$ cat src/rtl/snn_link_pkg.sv
// rtl/snn_link_pkg.sv - shared constants and types for the serial spike link
package snn_link_pkg;

  localparam int N_SPK_DEF  = 20;
  localparam int BIAS_SLOTS = 1;

  typedef enum logic {RX_IDLE, RX_RECV} rx_state_t;

  function automatic int slot_w(input int n);
    return $clog2(n + 1);
  endfunction

endpackage

$ cat src/rtl/spk_lag_align.sv
// rtl/spk_lag_align.sv - delays in_valid so it lines up with a lagging spike bit
module spk_lag_align #(
  parameter int DATA_LAG = 1
) (
  input  logic clk,
  input  logic reset,
  input  logic in_valid,
  output logic v_d
);

  logic v_q;

  always_ff @(posedge clk or posedge reset) begin
    if (reset) v_q <= 1'b0;
    else       v_q <= in_valid;
  end

  // The flop always exists; DATA_LAG=0 simply bypasses it.
  assign v_d = (DATA_LAG == 0) ? in_valid : v_q;

endmodule

$ cat src/rtl/spk_serial_rx.sv
// rtl/spk_serial_rx.sv - deserialises N_SPK spike slots plus a bias slot into a parallel vector
module spk_serial_rx
  import snn_link_pkg::*;
#(
  parameter int N_SPK    = N_SPK_DEF,
  parameter int DATA_LAG = 1,
  parameter int CNT_W    = 16
) (
  input  logic             clk,
  input  logic             reset,
  input  logic             in_valid,
  input  logic             in_spk,
  output logic [N_SPK-1:0] spk_vec,
  output logic             vec_valid,
  output logic             bias_err,
  output logic             len_err,
  output logic             busy,
  output logic [CNT_W-1:0] frame_cnt,
  output logic [CNT_W-1:0] err_cnt
);

  localparam int            SW       = slot_w(N_SPK);
  localparam logic [SW-1:0] BIAS_IDX = SW'(N_SPK);

  logic v_d;
  logic sample;

  spk_lag_align #(.DATA_LAG(DATA_LAG)) u_align (
    .clk      (clk),
    .reset    (reset),
    .in_valid (in_valid),
    .v_d      (v_d)
  );

  assign sample = v_d & in_spk;

  rx_state_t        state_q, state_d;
  logic [SW-1:0]    slot_q, slot_d;
  logic [N_SPK-1:0] asm_q, asm_d;
  logic [N_SPK-1:0] spk_vec_d;
  logic             vec_valid_d, bias_err_d, len_err_d;
  logic [CNT_W-1:0] frame_cnt_d, err_cnt_d;
  logic             err_inc;

  always_comb begin
    state_d     = state_q;
    slot_d      = slot_q;
    asm_d       = asm_q;
    spk_vec_d   = spk_vec;
    vec_valid_d = 1'b0;
    bias_err_d  = 1'b0;
    len_err_d   = 1'b0;
    frame_cnt_d = frame_cnt;
    err_inc     = 1'b0;

    case (state_q)
      RX_IDLE: begin
        if (v_d) begin
          // Fresh frame: clear assembly so an aborted frame can never leak bits.
          asm_d    = '0;
          asm_d[0] = sample;
          slot_d   = SW'(1);
          state_d  = RX_RECV;
        end
      end
      RX_RECV: begin
        if (!v_d) begin
          len_err_d = 1'b1;
          err_inc   = 1'b1;
          asm_d     = '0;
          slot_d    = '0;
          state_d   = RX_IDLE;
        end else if (slot_q == BIAS_IDX) begin
          if (sample) begin
            spk_vec_d   = asm_q;
            vec_valid_d = 1'b1;
            frame_cnt_d = frame_cnt + CNT_W'(1);
          end else begin
            bias_err_d = 1'b1;
            err_inc    = 1'b1;
          end
          slot_d  = '0;
          state_d = RX_IDLE;
        end else begin
          for (int k = 0; k < N_SPK; k++) begin
            if (slot_q == SW'(k)) asm_d[k] = sample;
          end
          slot_d = slot_q + SW'(1);
        end
      end
    endcase

    err_cnt_d = (err_inc && (err_cnt != '1)) ? err_cnt + CNT_W'(1) : err_cnt;
  end

  always_ff @(posedge clk or posedge reset) begin
    if (reset) begin
      state_q   <= RX_IDLE;
      slot_q    <= '0;
      asm_q     <= '0;
      spk_vec   <= '0;
      vec_valid <= 1'b0;
      bias_err  <= 1'b0;
      len_err   <= 1'b0;
      frame_cnt <= '0;
      err_cnt   <= '0;
    end else begin
      state_q   <= state_d;
      slot_q    <= slot_d;
      asm_q     <= asm_d;
      spk_vec   <= spk_vec_d;
      vec_valid <= vec_valid_d;
      bias_err  <= bias_err_d;
      len_err   <= len_err_d;
      frame_cnt <= frame_cnt_d;
      err_cnt   <= err_cnt_d;
    end
  end

  assign busy = (state_q == RX_RECV);

endmodule

$ cat config.mk
export PLATFORM = sky130hd
export DESIGN_NAME = spk_serial_rx
export DESIGN_NICKNAME = d
export VERILOG_FILES = /design/src/rtl/snn_link_pkg.sv /design/src/rtl/spk_lag_align.sv /design/src/rtl/spk_serial_rx.sv
export SDC_FILE = /design/constraint.sdc
export NUM_CORES = 1
export LEC_CHECK = 0
export CAP_MARGIN = 10
export CORE_ASPECT_RATIO = 0.5
export CORE_MARGIN = 10
export CORE_UTILIZATION = 52
export CTS_CLUSTER_DIAMETER = 200
export DETAILED_ROUTE_END_ITERATION = 8
export GPL_ROUTABILITY_DRIVEN = 0
export PLACE_DENSITY = 0.8
export SLEW_MARGIN = 20
export SYNTH_ARGS = -nofsm -noshare
export SYNTH_HDL_FRONTEND = slang
export SYNTH_SLANG_ARGS = --single-unit
$ cat constraint.sdc
create_clock -name clk -period 9.5 [get_ports clk]
set_clock_uncertainty 0.1 [all_clocks]
set_input_delay 2.85 -clock clk [delete_from_list [all_inputs] [get_ports clk]]
set_output_delay 2.85 -clock clk [all_outputs]
set_load 0.005 [all_outputs]
==> results.tsv, run 1 <==
metric	value	unit
outcome	complete, no violations	
via density per instance	5.57	
count of final hold-check violations	0	
CTS clock-pin slew for the worst setup and hold paths	0.06	ns
post-synthesis net count	346	
cell area after layout	4750	µm²
net load switching power	0.199	mW
count of hold-fix buffers inserted at cts	0	
measured slew at the worst slew-check pin	0.750	ns
Place WS	4.28	ns
number of filler instances in the final layout	480	
DRC violation total after the first TritonRoute iteration	134	
Unique masters post-synth	42	
most used cells in the layout excluding fill and tap cells	sky130_fd_sc_hd__dfrtp_1 (82), sky130_fd_sc_hd__clkdlybuf4s50_1 (59), sky130_fd_sc_hd__o21ai_0 (39)	
CTS tree	yes	
headroom to the max-slew limit	49.9	%
RSZ-0062 raised after global routing	no	
kind of end point of the critical path	flip-flop	
most common library cell in the layout ignoring fill and taps	sky130_fd_sc_hd__dfrtp_1	
number of storage elements in the synthesis netlist	82	
Post-CTS Setup Repair Bufs	0	
number of max-slew violations in the final report	0	
average size of a mapped cell	11.2	µm²
clock insertion delay at the later pin of the skew report	0.34	ns
final worst-path setup slack	4.97	ns
final setup violation count	0	
Die Area	11300	µm²
clock buffer count from CTS	9	
vias in the first global route	2657	
Clk network pwr share	43.3	%
detailed-router iteration count before antenna repair	4	
antenna fix cells	0	
number of top-level pins	60	
buffer levels on the longest clock path	2	
relative area change from synthesis to final layout	26.0	%
starting density of the core	55.0	%
overall die height	80.2	µm
highest cell delay on the worst timing path	0.61	ns
number of antenna violations at the first check in global routing	0	
HPWL after detailed placement	5710	µm
sequential share of the synthesized area	54.4	%
number of port buffers	59	
worst supply voltage drop on vdd	0.000169	V
Final nets	404	
Worst EP arrival	4.65	ns
Critical Path, Cell by Cell	clkdlybuf4s50_1, nand3_1, nor2_4, mux2_2	
DRC violations left	0	
TritonCTS Sinks	82	
share of synthesized registers carrying an async set or reset	100	%
DRT antenna net count	0	
worst hold margin	0.371	ns
cell at the root of the clock tree	sky130_fd_sc_hd__clkbuf_16	
level count of the clock H-tree	3	
achievable clock frequency	221	MHz
number of rows created at floorplan	21	
setup slack on the worst flop-to-flop path	7.08	ns
Tot GR Track Use	15.0	%
Net Sw Frac	24.3	%
min cycle time layout	4.53	ns
cell internal pwr	0.620	mW
average wire per standard cell	16.9	µm
gate count after technology mapping	335	
max capacitance violation total	0	
share of the synthesized area in the top cell type	54.4	%
wire length of the first global-routing pass	13900	µm
number of synthesized flops with an enable pin	0	
width of the die	140	µm
top cell type by total area after synthesis	sky130_fd_sc_hd__dfrtp_1	
post-route setup TNS	0	ns
type of the worst setup path	input pin to flip-flop	
fraction of power consumed by combinational cells	9.9	%
placed standard-cell area	4430	µm²
WP buf/inv	1	
largest net degree at the start of global routing	83	
Synth Flop Type	sky130_fd_sc_hd__dfrtp_1	
drt total wl	8270	µm
leakage power total	2.15	nW
area of the mapped netlist	3770	µm²
startpoint type of the worst setup path	input pin	
Area contributors post-synth	sky130_fd_sc_hd__dfrtp_1 (54%), sky130_fd_sc_hd__mux2_2 (5.4%), sky130_fd_sc_hd__o21ai_0 (5.3%), sky130_fd_sc_hd__xnor2_1 (4.0%), sky130_fd_sc_hd__xor2_1 (3.3%)	
Synth warnings	0	
critical path's slowest cell	sky130_fd_sc_hd__nor2_4	
fraction of layout cells with a size suffix above 1	12.8	%
Max FO, Critical Path	24	
final cycle utilization of the critical path	47.7	%
via count	2730	
cell type group with the largest total delay on the critical path	simple AND/OR/NAND/NOR gates	
global route overflow	0	
Core Area	6860	µm²
Hold/Removal Path Class	flip-flop to flip-flop	
required time at the endpoint of the critical path	9.62	ns
post-cts repair resize count	0	
register share of total power	46.8	%
power density relative to cell area	172	nW/µm²
## cells in the mapped netlist, types with 2 or more instances
cell type,number
sky130_fd_sc_hd__and4_1,2
sky130_fd_sc_hd__nor4_1,2
sky130_fd_sc_hd__o22ai_1,2
sky130_fd_sc_hd__nor4_2,5
sky130_fd_sc_hd__nand4_1,7
sky130_fd_sc_hd__and3_1,4
sky130_fd_sc_hd__mux2_2,18
sky130_fd_sc_hd__o21ai_0,40
sky130_fd_sc_hd__ha_1,7
sky130_fd_sc_hd__nand2_1,22
sky130_fd_sc_hd__and2_1,2
sky130_fd_sc_hd__clkbuf_1,6
sky130_fd_sc_hd__dfrtp_1,82
sky130_fd_sc_hd__nor2b_1,3
sky130_fd_sc_hd__nor4b_2,3
sky130_fd_sc_hd__nand2b_1,2
sky130_fd_sc_hd__nand3_1,20
sky130_fd_sc_hd__and2b_1,4
sky130_fd_sc_hd__nor2_1,7
sky130_fd_sc_hd__o31ai_1,2
sky130_fd_sc_hd__nor3_1,7
sky130_fd_sc_hd__a31oi_1,3
sky130_fd_sc_hd__a21oi_1,17
sky130_fd_sc_hd__buf_2,4
sky130_fd_sc_hd__xnor2_1,17
sky130_fd_sc_hd__mux2_1,4
sky130_fd_sc_hd__buf_4,2
sky130_fd_sc_hd__nor3b_1,2
sky130_fd_sc_hd__xor2_1,14
sky130_fd_sc_hd__inv_1,13
## per-stage QoR
stage | utilization [%] | std cells | total power [mW]
2_1_floorplan | - | 335 | 0.431
4_1_cts | 69.1 | 490 | 0.824
6_report | 69.2 | 490 | 0.819
5_1_grt | 69.2 | 490 | 0.853
3_5_place_dp | 64.6 | 474 | 0.470
3_3_place_gp | 64.5 | 474 | 0.467
## cell type report
class                   count  area (µm²)  share of cell area (%)
multi-input cells         227        1620                    34.2
inverters                  13        50.0                    1.05
well taps                  92         115                    2.42
clock inverters             3        46.3                   0.975
repair buffers             60         602                    12.7
flip-flops and latches     82        2050                    43.2
clock buffers              13         260                    5.48
## path summary, 6_finish.rpt
path,from,to,cells past startpoint
hold reg to reg,frame_cnt[15],frame_cnt[15],1
min in group asynchronous,reset,len_err,3
hold / removal,frame_cnt[15],frame_cnt[15],1
max in group asynchronous,reset,asm_q[3],3
setup / recovery,in_spk,spk_vec[13],4
setup reg to reg,slot_q[0],spk_vec[13],5
## cells by family after synthesis
kind of cell	Yosys count	synth area share [%]
fa+ha+maj	7	2.32
flops	82	54.4
mux	22	6.57
compound gates	68	9.63
buf+inv	26	3.12
xor+xnor	31	7.20
simple gates	99	16.7
## sequential cells by signal, summed over array words and instances, names as in the netlist
signal	cells
busy	1
bias_err	1
spk_vec	20
frame_cnt	16
vec_valid	1
len_err	1
slot_q	5
err_cnt	16
asm_q	20
u_align.v_d	1
## power by group through the flow
stage	Clock, mW	Combinational, mW	Sequential [mW]
finish	0.354	0.0809	0.383
global route	0.375	0.0913	0.386
CTS	0.359	0.0817	0.383
detailed placement	0	0.0811	0.389
global placement	0	0.0787	0.388
floorplan	0	0.0460	0.385
## worst reg2reg max path, cell delays in order, from the launching register on
cell                       delay (ns)
sky130_fd_sc_hd__dfrtp_1         0.43
sky130_fd_sc_hd__inv_1           0.14
sky130_fd_sc_hd__ha_1            0.33
sky130_fd_sc_hd__nand4b_4        0.26
sky130_fd_sc_hd__nor2_4          0.62
sky130_fd_sc_hd__mux2_2          0.42
## routing by layer
layer	wire length [µm]	vias to the layer above	track usage [%]
met5	0	-	0
met4	98	0	5.02
met3	623	9	6.75
met2	3790	76	21.9
met1	3760	1339	19.4
li1	-	1306	-
Power figures use the tool's default switching activity.
==> run 2, diff against run 1 <==
CORE_UTILIZATION = 48   (was 52)
PLACE_DENSITY = 0.78   (was 0.8)
clock period = 3.79 ns   (was 9.5 ns; I/O delays follow)
==> results.tsv, run 2 (same netlist as run 1, synthesis figures left out) <==
metric	value	unit	change
number of antenna violations at the first check in global routing	0		unchanged
fraction of layout cells with a size suffix above 1	13.9	%	+1.1 points
TritonCTS Sinks	82		unchanged
DRC violation total after the first TritonRoute iteration	221		+65%
RSZ-0062 raised after global routing	no		
final cycle utilization of the critical path	70.1	%	
registers with the most flip-flops	asm_q: 20 flops, spk_vec: 20 flops		
startpoint type of the worst setup path	flip-flop		
clock insertion delay at the later pin of the skew report	0.34	ns	about the same
critical path's slowest cell	sky130_fd_sc_hd__clkdlybuf4s50_1		
hold endpoint	frame_cnt[15]		
Tot GR Track Use	14.9	%	-0.11 points
vias in the first global route	2824		+6.3%
leakage power total	2.17	nW	+0.84%
net load switching power	0.518	mW	+160%
via count	2795		+2.4%
Min-Delay Startpoint	frame_cnt[15]		
DRC violations left	0		unchanged
drt total wl	8530	µm	+3.1%
kind of end point of the critical path	output port		
number of filler instances in the final layout	575		+20%
width of the die	145	µm	+3.5%
Reg-to-Reg End	err_cnt[1]		
number of top-level pins	60		unchanged
count of cells along the worst register-to-register path	6		+1
final setup violation count	0		unchanged
count of final hold-check violations	0		unchanged
Worst EP arrival	1.42	ns	-3.23 ns
count of hold-fix buffers inserted at cts	0		unchanged
DRT antenna net count	0		unchanged
Final nets	408		+0.99%
number of port buffers	59		unchanged
starting density of the core	50.3	%	-4.6 points
antenna fix cells	0		unchanged
Net Sw Frac	24.6	%	+0.34 points
Hold/Removal Path Class	flip-flop to flip-flop		
highest cell delay on the worst timing path	0.57	ns	-0.04 ns
HPWL after detailed placement	5990	µm	+4.8%
Die Area	12000	µm²	+6.7%
Core Area	7490	µm²	+9.2%
post-cts repair resize count	0		unchanged
cell internal pwr	1.59	mW	+160%
outcome	complete, no violations		
FF-to-FF Start	slot_q[0]		
average wire per standard cell	16.7	µm	-0.92%
wire length of the first global-routing pass	14300	µm	+3.5%
CTS clock-pin slew for the worst setup and hold paths	0.06	ns	about the same
overall die height	82.7	µm	+3.1%
global route overflow	0		unchanged
type of the worst setup path	flip-flop to output port		
max capacitance violation total	0		unchanged
Post-CTS Setup Repair Bufs	0		unchanged
Max FO, Critical Path	11		-54%
via density per instance	5.48		-1.6%
largest net degree at the start of global routing	46		-45%
overall power consumption	2.11	mW	+160%
min cycle time layout	2.66	ns	
number of max-slew violations in the final report	0		unchanged
achievable clock frequency	376	MHz	
post-route setup TNS	0	ns	unchanged
level count of the clock H-tree	3		unchanged
buffer levels on the longest clock path	2		unchanged
headroom to the max-slew limit	47.1	%	-2.8 points
hold path cells	1		unchanged
setup slack on the worst flop-to-flop path	1.48	ns	-5.60 ns
relative area change from synthesis to final layout	27.6	%	
measured slew at the worst slew-check pin	0.792	ns	+0.0419 ns
cell at the root of the clock tree	sky130_fd_sc_hd__clkbuf_16		
worst supply voltage drop on vdd	0.000325	V	+92%
number of rows created at floorplan	22		+4.8%
required time at the endpoint of the critical path	2.55	ns	-7.07 ns
WP buf/inv	1		unchanged
most common library cell in the layout ignoring fill and taps	sky130_fd_sc_hd__dfrtp_1		
cell type group with the largest total delay on the critical path	buffers and inverters		
power density relative to cell area	438	nW/µm²	+150%
fraction of power consumed by combinational cells	9.8	%	about the same
clock buffer count from CTS	9		unchanged
detailed-router iteration count before antenna repair	5		+1
register share of total power	45.6	%	-1.2 points
Clk network pwr share	44.6	%	+1.3 points
Critical Path, Cell by Cell	clkdlybuf4s50_1		
CTS tree	yes		
most used cells in the layout excluding fill and tap cells	sky130_fd_sc_hd__dfrtp_1 (82), sky130_fd_sc_hd__clkdlybuf4s50_1 (59), sky130_fd_sc_hd__o21ai_0 (40)		
==> run 2: area by class of cell <==
class                           instances  area [µm²]  area share [%]
Sequential cell                        82        2050            42.7
Timing Repair Buffer                   64         641            13.3
Multi-Input combinational cell        227        1610            33.4
Tap cell                              108         135            2.81
Clock buffer                            9         225            4.69
Inverter                               13        50.0            1.04
Clock inverter                          7        98.8            2.06
==> run 2: worst max-delay path by stage <==
stage / end / startpoint / cells after the start
6_report: busy / busy / 1
5_1_grt: busy / busy / 1
4_1_cts: busy / busy / 1
3_5_place_dp: err_cnt[1] / in_spk / 5
3_3_place_gp: frame_cnt[15] / in_spk / 5
2_1_floorplan: asm_q[0] / reset / 1
==> run 2: metrics by stage <==
| step | cells | setup slack [ns] | util (%) | cell area (µm²) | hold slack (ns) |
|---|---|---|---|---|---|
| 2_1_floorplan | 335 | 0.445 | - | 3770 | 0.357 |
| 3_3_place_gp | 494 | 0.917 | 59.9 | 4480 | 0.369 |
| 3_5_place_dp | 494 | 0.870 | 59.9 | 4480 | 0.373 |
| 4_1_cts | 510 | 1.11 | 64.2 | 4810 | 0.382 |
| 5_1_grt | 510 | 1.06 | 64.2 | 4810 | 0.395 |
| 6_report | 510 | 1.13 | 64.2 | 4810 | 0.378 |
==> run 2: routing by layer <==
layer	part of all wire (%)	global-route usage [%]	up-vias
li1	-	-	1314
met1	45	18.1	1373
met2	47	24.0	100
met3	6.2	5.15	8
met4	1.4	6.81	0
met5	0	0	-
==> run 2: power by group through the flow <==
stage / registers, mW / logic, mW / clock network, mW
after floorplan: 0.966 / 0.115 / 0
after global placement: 0.972 / 0.200 / 0
after detailed placement: 0.976 / 0.207 / 0
after CTS: 0.961 / 0.210 / 0.957
after global routing: 0.969 / 0.229 / 0.998
final: 0.961 / 0.206 / 0.939
==> run 3, diff against run 2 <==
CORE_UTILIZATION = 52   (was 48)
PLACE_DENSITY = 0.8   (was 0.78)
clock period = 2.46 ns   (was 3.79 ns; I/O delays follow)
==> results.tsv, run 3 (same netlist as run 1, synthesis figures left out) <==
metric	value	unit	change
outcome	complete, no violations		
worst hold margin	0.377	ns	-0.00134 ns
Critical Path, Cell by Cell	clkdlybuf4s50_1		
placed insts	488		-1.2%
HPWL after detailed placement	6420	µm	+7.2%
Max FO, Critical Path	11		unchanged
area of the multi-input gates	1610	µm²	unchanged
DRT antenna net count	0		unchanged
headroom to the max-slew limit	54.6	%	+7.6 points
max capacitance violation total	0		unchanged
vias in the first global route	2974		+5.3%
clock buffer count from CTS	9		unchanged
average wire per standard cell	18.0	µm	+7.8%
via count	2909		+4.1%
detailed-router iteration count before antenna repair	5		unchanged
antenna fix cells	0		unchanged
worst supply voltage drop on vdd	0.000572	V	+76%
drt total wl	9090	µm	+6.6%
type of the worst setup path	flip-flop to output port		
Critical Path Stages	1		unchanged
number of top-level pins	60		unchanged
TritonCTS Sinks	82		unchanged
Final nets	418		+2.5%
combined flip-flop and latch cell area	2050	µm²	unchanged
kind of end point of the critical path	output port		
WP buf/inv	1		unchanged
number of max-slew violations in the final report	0		unchanged
setup slack on the worst flop-to-flop path	0.28	ns	-1.20 ns
relative area change from synthesis to final layout	29.3	%	
CTS clock-pin slew for the worst setup and hold paths	0.06	ns	about the same
final cycle utilization of the critical path	91.9	%	
most common library cell in the layout ignoring fill and taps	sky130_fd_sc_hd__dfrtp_1		
placed standard-cell area	4580	µm²	+2.1%
Tot GR Track Use	16.7	%	+1.9 points
largest net degree at the start of global routing	25		-46%
start point of the critical path	busy		
number of antenna violations at the first check in global routing	0		unchanged
endpoint of the most critical setup path	busy		
DRC violations left	0		unchanged
count of hold-fix buffers inserted at cts	0		unchanged
cell area after layout	4870	µm²	+1.4%
final instance count without filler cells	504		-1.2%
RSZ-0062 raised after global routing	no		
number of port buffers	59		unchanged
count of final hold-check violations	0		unchanged
overall die height	80.2	µm	-3.0%
registers with the most flip-flops	asm_q: 20 flops, spk_vec: 20 flops		
level count of the clock H-tree	3		unchanged
fraction of layout cells with a size suffix above 1	15.8	%	+1.8 points
clock insertion delay at the later pin of the skew report	0.34	ns	about the same
number of rows created at floorplan	21		-4.5%
Reg-to-Reg End	err_cnt[11]		
Hold/Removal Path Class	flip-flop to flip-flop		
via density per instance	5.77		+5.3%
DRC violation total after the first TritonRoute iteration	188		-15%
CTS tree	yes		
Core Area	6860	µm²	-8.4%
Die Area	11300	µm²	-6.3%
power density relative to cell area	647	nW/µm²	+48%
min cycle time layout	2.26	ns	
measured slew at the worst slew-check pin	0.679	ns	-0.113 ns
cell at the root of the clock tree	sky130_fd_sc_hd__clkbuf_16		
achievable clock frequency	442	MHz	
Post-CTS Setup Repair Bufs	0		unchanged
post-cts repair resize count	0		unchanged
Core Util, Final	71.0	%	+6.8 points
final setup violation count	0		unchanged
cell type group with the largest total delay on the critical path	buffers and inverters		
FF-to-FF Start	slot_q[1]		
highest cell delay on the worst timing path	0.57	ns	about the same
global route overflow	0		unchanged
critical path's slowest cell	sky130_fd_sc_hd__clkdlybuf4s50_1		
buffer levels on the longest clock path	2		unchanged
width of the die	140	µm	-3.4%
starting density of the core	55.0	%	+4.6 points
required time at the endpoint of the critical path	1.62	ns	-0.93 ns
overall power consumption	3.15	mW	+50%
most used cells in the layout excluding fill and tap cells	sky130_fd_sc_hd__dfrtp_1 (82), sky130_fd_sc_hd__clkdlybuf4s50_1 (59), sky130_fd_sc_hd__o21ai_0 (40)		
startpoint type of the worst setup path	flip-flop		
Worst EP arrival	1.42	ns	about the same
wire length of the first global-routing pass	15300	µm	+6.9%
number of filler instances in the final layout	498		-13%
leakage power total	2.22	nW	+2.2%
count of cells along the worst register-to-register path	7		+1
run 3: worst min path at each step:
stage | from | to | cells after the start
final | frame_cnt[15] | frame_cnt[15] | 1
after global routing | frame_cnt[15] | frame_cnt[15] | 1
after CTS | frame_cnt[15] | frame_cnt[15] | 1
after detailed placement | frame_cnt[15] | frame_cnt[15] | 1
after global placement | frame_cnt[15] | frame_cnt[15] | 1
after floorplan | asm_q[16] | asm_q[16] | 2
run 3: per-layer routing:
layer	GRT usage (%)	vias to the layer above	part of all wire [%]
li1	-	1325	-
met1	19.0	1435	40
met2	28.5	131	49
met3	6.52	18	9.0
met4	6.25	0	1.5
met5	0	-	0
run 3: power breakdown:
group | internal, mW | switching, mW
sequential | 1.40 | 0.0830
combinational | 0.164 | 0.177
clock | 0.789 | 0.536
run 3: final cells by class:
| class | count | area share [%] |
|---|---|---|
| sequential | 82 | 42.1 |
| multi-input combinational | 227 | 32.9 |
| timing repair buffer | 74 | 15.5 |
| clock buffer | 10 | 4.70 |
| tap | 92 | 2.36 |
| clock inverter | 6 | 1.34 |
| inverter | 13 | 1.08 |
run 3: stage by stage:
step | worst slack (ns) | TNS [ns]
floorplan | 0.513 | 0
global placement | 0.0422 | 0
detailed placement | -0.0272 | -0.0565
CTS | 0.175 | 0
global route | 0.124 | 0
finish | 0.199 | 0
